**src/rtl/vram_fetch.sv**
```systemverilog
// Video bitplane fetcher sharing one byte-wide memory port with a CPU.
// Four plane bytes are fetched per video address and published as one 32-bit word.
module vram_fetch #(
    parameter logic PLANE_BASE = 1'b1
) (
    input  logic        clk_sys,
    input  logic        reset,
    input  logic        ce_12mp,
    input  logic [12:0] vaddr,
    output logic [31:0] vdata,
    input  logic        cpu_rd,
    input  logic        cpu_wr,
    input  logic [15:0] cpu_addr,
    input  logic [7:0]  cpu_dout,
    output logic [7:0]  cpu_din,
    output logic        cpu_ack,
    output logic        mem_req,
    output logic        mem_we,
    output logic [15:0] mem_addr,
    output logic [7:0]  mem_wdata,
    input  logic [7:0]  mem_rdata,
    input  logic        mem_ack,
    output logic [1:0]  dbg_state_o
);

    typedef enum logic [1:0] {
        S_IDLE = 2'd0,
        S_VID  = 2'd1,
        S_CPU  = 2'd2
    } state_t;

    // Memory handshake: mem_req is held with stable address/data until the
    // one-cycle mem_ack; mem_ack is only honoured while mem_req is high, and
    // mem_req drops for one cycle after every ack.
    state_t      state_q, state_d;
    logic [1:0]  plane_q, plane_d;
    logic [12:0] last_q, last_d;
    logic        pend_q, pend_d;
    logic        force_q, force_d;
    logic [23:0] shadow_q, shadow_d;
    logic [31:0] vdata_q, vdata_d;
    logic [15:0] cpu_addr_q, cpu_addr_d;
    logic [7:0]  cpu_data_q, cpu_data_d;
    logic        cpu_we_q, cpu_we_d;
    logic [7:0]  cpu_din_q, cpu_din_d;
    logic        cpu_ack_q, cpu_ack_d;
    logic        gap_q, gap_d;

    logic ack_ok;
    logic vid_new;
    logic pend_any;

    assign mem_req  = (state_q != S_IDLE) && !gap_q;
    assign ack_ok   = mem_ack && mem_req;
    assign vid_new  = ce_12mp && (vaddr != last_q);
    assign pend_any = pend_q || force_q || vid_new;

    always_comb begin
        state_d    = state_q;
        plane_d    = plane_q;
        last_d     = last_q;
        pend_d     = pend_q || vid_new;
        force_d    = force_q;
        shadow_d   = shadow_q;
        vdata_d    = vdata_q;
        cpu_addr_d = cpu_addr_q;
        cpu_data_d = cpu_data_q;
        cpu_we_d   = cpu_we_q;
        cpu_din_d  = cpu_din_q;
        cpu_ack_d  = 1'b0;
        gap_d      = ack_ok;
        mem_we     = 1'b0;
        mem_addr   = 16'h0000;
        mem_wdata  = 8'h00;

        case (state_q)
            S_IDLE: begin
                if (pend_any) begin
                    state_d = S_VID;
                    last_d  = vaddr;
                    pend_d  = 1'b0;
                    force_d = 1'b0;
                    plane_d = 2'd0;
                end else if ((cpu_rd || cpu_wr) && !cpu_ack_q) begin
                    // cpu_ack_q blocks re-issuing the request still held in the ack cycle
                    state_d    = S_CPU;
                    cpu_addr_d = cpu_addr;
                    cpu_data_d = cpu_dout;
                    cpu_we_d   = cpu_wr;
                end
            end
            S_VID: begin
                mem_addr = {PLANE_BASE, plane_q, last_q};
                if (ack_ok) begin
                    case (plane_q)
                        2'd0:    shadow_d[23:16] = mem_rdata;
                        2'd1:    shadow_d[15:8]  = mem_rdata;
                        2'd2:    shadow_d[7:0]   = mem_rdata;
                        default: vdata_d         = {shadow_q, mem_rdata};
                    endcase
                    if (plane_q == 2'd3) begin
                        state_d = S_IDLE;
                    end else begin
                        plane_d = plane_q + 2'd1;
                    end
                end
            end
            S_CPU: begin
                mem_we    = cpu_we_q;
                mem_addr  = cpu_addr_q;
                mem_wdata = cpu_data_q;
                if (ack_ok) begin
                    cpu_ack_d = 1'b1;
                    if (!cpu_we_q) begin
                        cpu_din_d = mem_rdata;
                    end
                    state_d = S_IDLE;
                end
            end
            default: state_d = S_IDLE;
        endcase
    end

    always_ff @(posedge clk_sys) begin
        if (reset) begin
            state_q    <= S_IDLE;
            plane_q    <= 2'd0;
            last_q     <= 13'h0000;
            pend_q     <= 1'b0;
            force_q    <= 1'b1;
            shadow_q   <= 24'h000000;
            vdata_q    <= 32'h00000000;
            cpu_addr_q <= 16'h0000;
            cpu_data_q <= 8'h00;
            cpu_we_q   <= 1'b0;
            cpu_din_q  <= 8'h00;
            cpu_ack_q  <= 1'b0;
            gap_q      <= 1'b0;
        end else begin
            state_q    <= state_d;
            plane_q    <= plane_d;
            last_q     <= last_d;
            pend_q     <= pend_d;
            force_q    <= force_d;
            shadow_q   <= shadow_d;
            vdata_q    <= vdata_d;
            cpu_addr_q <= cpu_addr_d;
            cpu_data_q <= cpu_data_d;
            cpu_we_q   <= cpu_we_d;
            cpu_din_q  <= cpu_din_d;
            cpu_ack_q  <= cpu_ack_d;
            gap_q      <= gap_d;
        end
    end

    assign vdata       = vdata_q;
    assign cpu_din     = cpu_din_q;
    assign cpu_ack     = cpu_ack_q;
    assign dbg_state_o = state_q;

endmodule

```
**config.mk**
```make
export PLATFORM = sky130hd
export DESIGN_NAME = vram_fetch
export DESIGN_NICKNAME = d
export VERILOG_FILES = /design/src/rtl/vram_fetch.sv
export SDC_FILE = /design/constraint.sdc
export NUM_CORES = 1
export LEC_CHECK = 0
export ABC_CLOCK_PERIOD_IN_PS = 2000
export CAP_MARGIN = 20
export CORE_ASPECT_RATIO = 0.7
export CORE_MARGIN = 3
export CORE_UTILIZATION = 44
export CTS_CLUSTER_DIAMETER = 150
export DETAILED_ROUTE_END_ITERATION = 10
export PLACE_DENSITY = 0.87
export SLEW_MARGIN = 20
export SYNTH_ARGS = -nofsm -noshare
export SYNTH_HDL_FRONTEND = slang
export SYNTH_SLANG_ARGS = --single-unit
```
**constraint.sdc**
```tcl
create_clock -name clk_sys -period 2 [get_ports clk_sys]
set_clock_uncertainty 0.2 [all_clocks]
set_input_delay 0.4 -clock clk_sys [delete_from_list [all_inputs] [get_ports clk_sys]]
set_output_delay 0.4 -clock clk_sys [all_outputs]
set_load 0.02 [all_outputs]
```
==> flow_metrics.tcl, run 1 <==
set metrics [dict create \
    critPathLaunchType "flip-flop" \
    nNetsFinal 726 \
    die-area_sq_mm 0.0119 \
    max_freq_mhz 460 \
    wl_met3_microns 789 \
    crit_chain "inv_4 > ha_4 > buf_8 > nor2b_4 > buf_6" \
    violations "negative setup slack" \
    powerDensity_mw_per_mm2 984 \
    arrival_ns 1.57 \
    clockBufferDepth 2 \
    min_from "vaddr[0]" \
    port_buffers 119 \
    required_ns 1.40 \
    h-tree-depth 3 \
    min_to "last_q[0]" \
    fp.dieH_microns 92.2 \
    synthDistinctLibCells 29 \
    hold_ws_ns 0.191 \
    worstSetupPathType "flip-flop to primary output" \
    worst_slew_pin_slew_ns 0.660 \
    critPathSlowestCell "dfxtp_4" \
    min_period_ns 2.17 \
    hold_buffers 0 \
    ff2ff_setup_slack_ns -0.13 \
    critical_path.max_stage_delay_ns 0.40 \
    grt_max_degree 69 \
    insertion_delay_ns 0.34 \
    yosys_warnings 0 \
    grt_setup_unrepaired "true" \
    grt_usage 0.229 \
    antenna_found_initial 0 \
    netlist_area_sq_mm 0.00467 \
    regToRegStartpoint "last_q[6]" \
    ctsRootBufferMaster "clkbuf_16" \
    io_pins 120 \
    async_flop_share 0 \
    grt.overflow.total 0 \
    via_per_inst 5.32 \
    drv_cap 0 \
    cts_tree "yes" \
    setup.worst_path.end_class "primary output" \
    hold_depth 3 \
    rows 30 \
    ys_seq_area_frac 0.471 \
    synth_edf_count 0 \
    fillers 704 \
    vias 4259 \
    grt_pass1_wl_microns 21700 \
    wl_met1_microns 6470 \
    start_util 0.466 \
    cts_buffers 9 \
    drtAntennaViolNets 0 \
    r2r_cells 7 \
    path_max_fanout 8 \
    drc_errors 0 \
    dr_wl_met2_microns 6860 \
    hold_path.class "primary input to flip-flop" \
    netlist_instances 529 \
    place_congestion 0.864 \
    first_pass_iters 6 \
    wl_microns 14300 \
    r2r-end "cpu_addr_q[9]" \
    critPathTopFamily "flip-flops" \
    coreArea_sq_mm 0.0100 \
    antenna_cells 0 \
    area_delta_synth_final_pct 52.3 \
    relSlewSlack 0.560 \
    hpwl_microns 8890 \
    status "complete, but fails checks" \
    cts.sinks 110 \
    finalSetupTns_ns -3.81 \
    drive_gt1_frac 0.253 \
    fin_ws_ns -0.172 \
    path_clk_slew_ns 0.07 \
    synthFlopType "dfxtp_1" \
    top_layer "met4" \
    synth_nets 587 \
    setup_violations 38 \
    drt_iter0_drc 268 \
    first_global_vias 4136 \
    power.leakage_nw 2.93 \
    finalHoldViolations 0 \
    wire_per_inst_microns 17.9 \
    post-route-period-util 1.09 \
    dieWidth_microns 129 \
    slew_viol_final 0 \
    vdd_drop_max_v 0.000503 \
    avgSynthCellArea_sq_um 8.84 \
    ys_seq_elements 110 \
    path_buf_inv 3 \
]
cells in the mapped netlist (2+ instances only):
cell,count,area share
nand2_1,144,0.12
dfxtp_1,110,0.47
mux2i_1,73,0.16
nor2_1,38,0.031
a21oi_1,34,0.036
clkbuf_1,29,0.023
a22oi_1,16,0.026
nor2b_1,16,0.021
xnor2_1,13,0.024
and2_1,10,0.013
nand3_1,8,0.0086
ha_1,7,0.019
inv_1,7,0.0056
buf_2,4,0.0043
buf_12,3,0.013
a211oi_1,2,0.0032
and3_1,2,0.0027
nand4_1,2,0.0027
metal layers:
metal,global-route usage,vias up
met3,0.0501,19
met2,0.360,150
met5,0,-
met4,0.0621,0
met1,0.319,2068
li1,-,2022
state kept, by name, summed over array words and instances, names as in the netlist, 2 cells and up:
register,flops
vdata,32
last_q,13
cpu_din,8
cpu_data_q,8
cpu_addr_q,16
plane_q,2
shadow_q,24
dbg_state_o,2
cell type report:
type,instances,area (sq um),area share
clock inverter,3,43.8,0.00615
multi-input combinational,375,2630,0.369
timing repair buffer,165,1770,0.248
inverter,7,31.3,0.00439
tap,128,160,0.0225
sequential,110,2230,0.314
clock buffer,12,256,0.0360
per-stage QoR:
step / std cells / worst slack, ns / utilization / cell area (sq um) / total power [mW]
detailed placement: 771 / -0.557 / 0.628 / 6290 / 4.46
global placement: 771 / -0.503 / 0.628 / 6290 / 4.40
floorplan: 529 / -0.0186 / - / 4800 / 3.73
CTS: 797 / -0.131 / 0.700 / 7020 / 6.84
global route: 800 / -0.223 / 0.710 / 7120 / 7.25
finish: 800 / -0.172 / 0.710 / 7120 / 7.00
kinds of logic after synthesis:
family | synth area share
xor gates and xnor gates | 0.0244
and+or+nand+nor | 0.203
adders and majority gates | 0.0187
AOI/OAI and AO/OA | 0.0792
buffers and inverters | 0.0468
DFF | 0.471
muxes | 0.156
worst max path at each step:
stage / startpoint / to / cells after the start
3_3_place_gp: vaddr[6] / cpu_addr_q[13] / 7
2_1_floorplan: vaddr[11] / cpu_addr_q[0] / 7
5_1_grt: dbg_state_o[0] / mem_addr[15] / 6
3_5_place_dp: vaddr[6] / cpu_addr_q[8] / 7
6_report: dbg_state_o[1] / mem_addr[2] / 5
4_1_cts: dbg_state_o[0] / mem_addr[15] / 6
tightest hold or removal path, stage by stage:
cell      delay (ns)
clkbuf_2        0.12
nand2_1         0.09
mux2i_1         0.07
report_power, final:
part	total [mW]	switching (mW)	internal, mW
registers	2.60	0.196	2.40
logic	2.61	1.21	1.39
clock network	1.80	0.763	1.03
cell usage in the layout, fill, tap and decap left out, types with 3 or more instances in the layout:
| cell | instances |
|---|---|
| nor2b_2 | 5 |
| dlygate4sd2_1 | 8 |
| clkbuf_16 | 10 |
| and2_1 | 5 |
| mux2i_1 | 72 |
| nor2_1 | 37 |
| dfxtp_1 | 95 |
| buf_6 | 19 |
| nand3_1 | 7 |
| inv_1 | 4 |
| buf_12 | 11 |
| and2_4 | 5 |
| dfxtp_2 | 10 |
| ha_1 | 4 |
| ha_4 | 3 |
| clkdlybuf4s15_1 | 4 |
| buf_16 | 4 |
| xnor2_2 | 11 |
| nor2b_4 | 10 |
| dfxtp_4 | 5 |
| nand2_1 | 143 |
| buf_4 | 34 |
| a21oi_1 | 33 |
| a22oi_2 | 16 |
| clkdlybuf4s50_1 | 77 |
what timing repair did:
item / in CTS / in global routing
endpoints found under the hold margin: 0 / 0
gates cloned: 5 / 1
buffers inserted: 6 / 3
pin swaps: 28 / 14
resized for setup: 217 / 35
setup endpoints to repair: 70 / 89
Power figures use the tool's default switching activity.
==> run 2: changes to the inputs <==
--- a/config.mk
+++ b/config.mk
@@ -13,7 +13,7 @@
 export CTS_CLUSTER_DIAMETER = 150
 export DETAILED_ROUTE_END_ITERATION = 10
 export PLACE_DENSITY = 0.87
-export SLEW_MARGIN = 20
+export SLEW_MARGIN = 10
 export SYNTH_ARGS = -nofsm -noshare
 export SYNTH_HDL_FRONTEND = slang
 export SYNTH_SLANG_ARGS = --single-unit
==> results of run 2 <==
The final DEF is identical to that of run 1; final timing and power are the same.
==> run 3: changes to the inputs <==
--- a/config.mk
+++ b/config.mk
@@ -5,13 +5,13 @@
 export SDC_FILE = /design/constraint.sdc
 export NUM_CORES = 1
 export LEC_CHECK = 0
-export ABC_CLOCK_PERIOD_IN_PS = 2000
 export CAP_MARGIN = 20
 export CORE_ASPECT_RATIO = 0.7
 export CORE_MARGIN = 3
 export CORE_UTILIZATION = 44
 export CTS_CLUSTER_DIAMETER = 150
 export DETAILED_ROUTE_END_ITERATION = 10
+export GPL_ROUTABILITY_DRIVEN = 0
 export PLACE_DENSITY = 0.87
 export SLEW_MARGIN = 10
 export SYNTH_ARGS = -nofsm -noshare
==> results of run 3 <==
The final DEF is identical to that of run 1; final timing and power are the same.
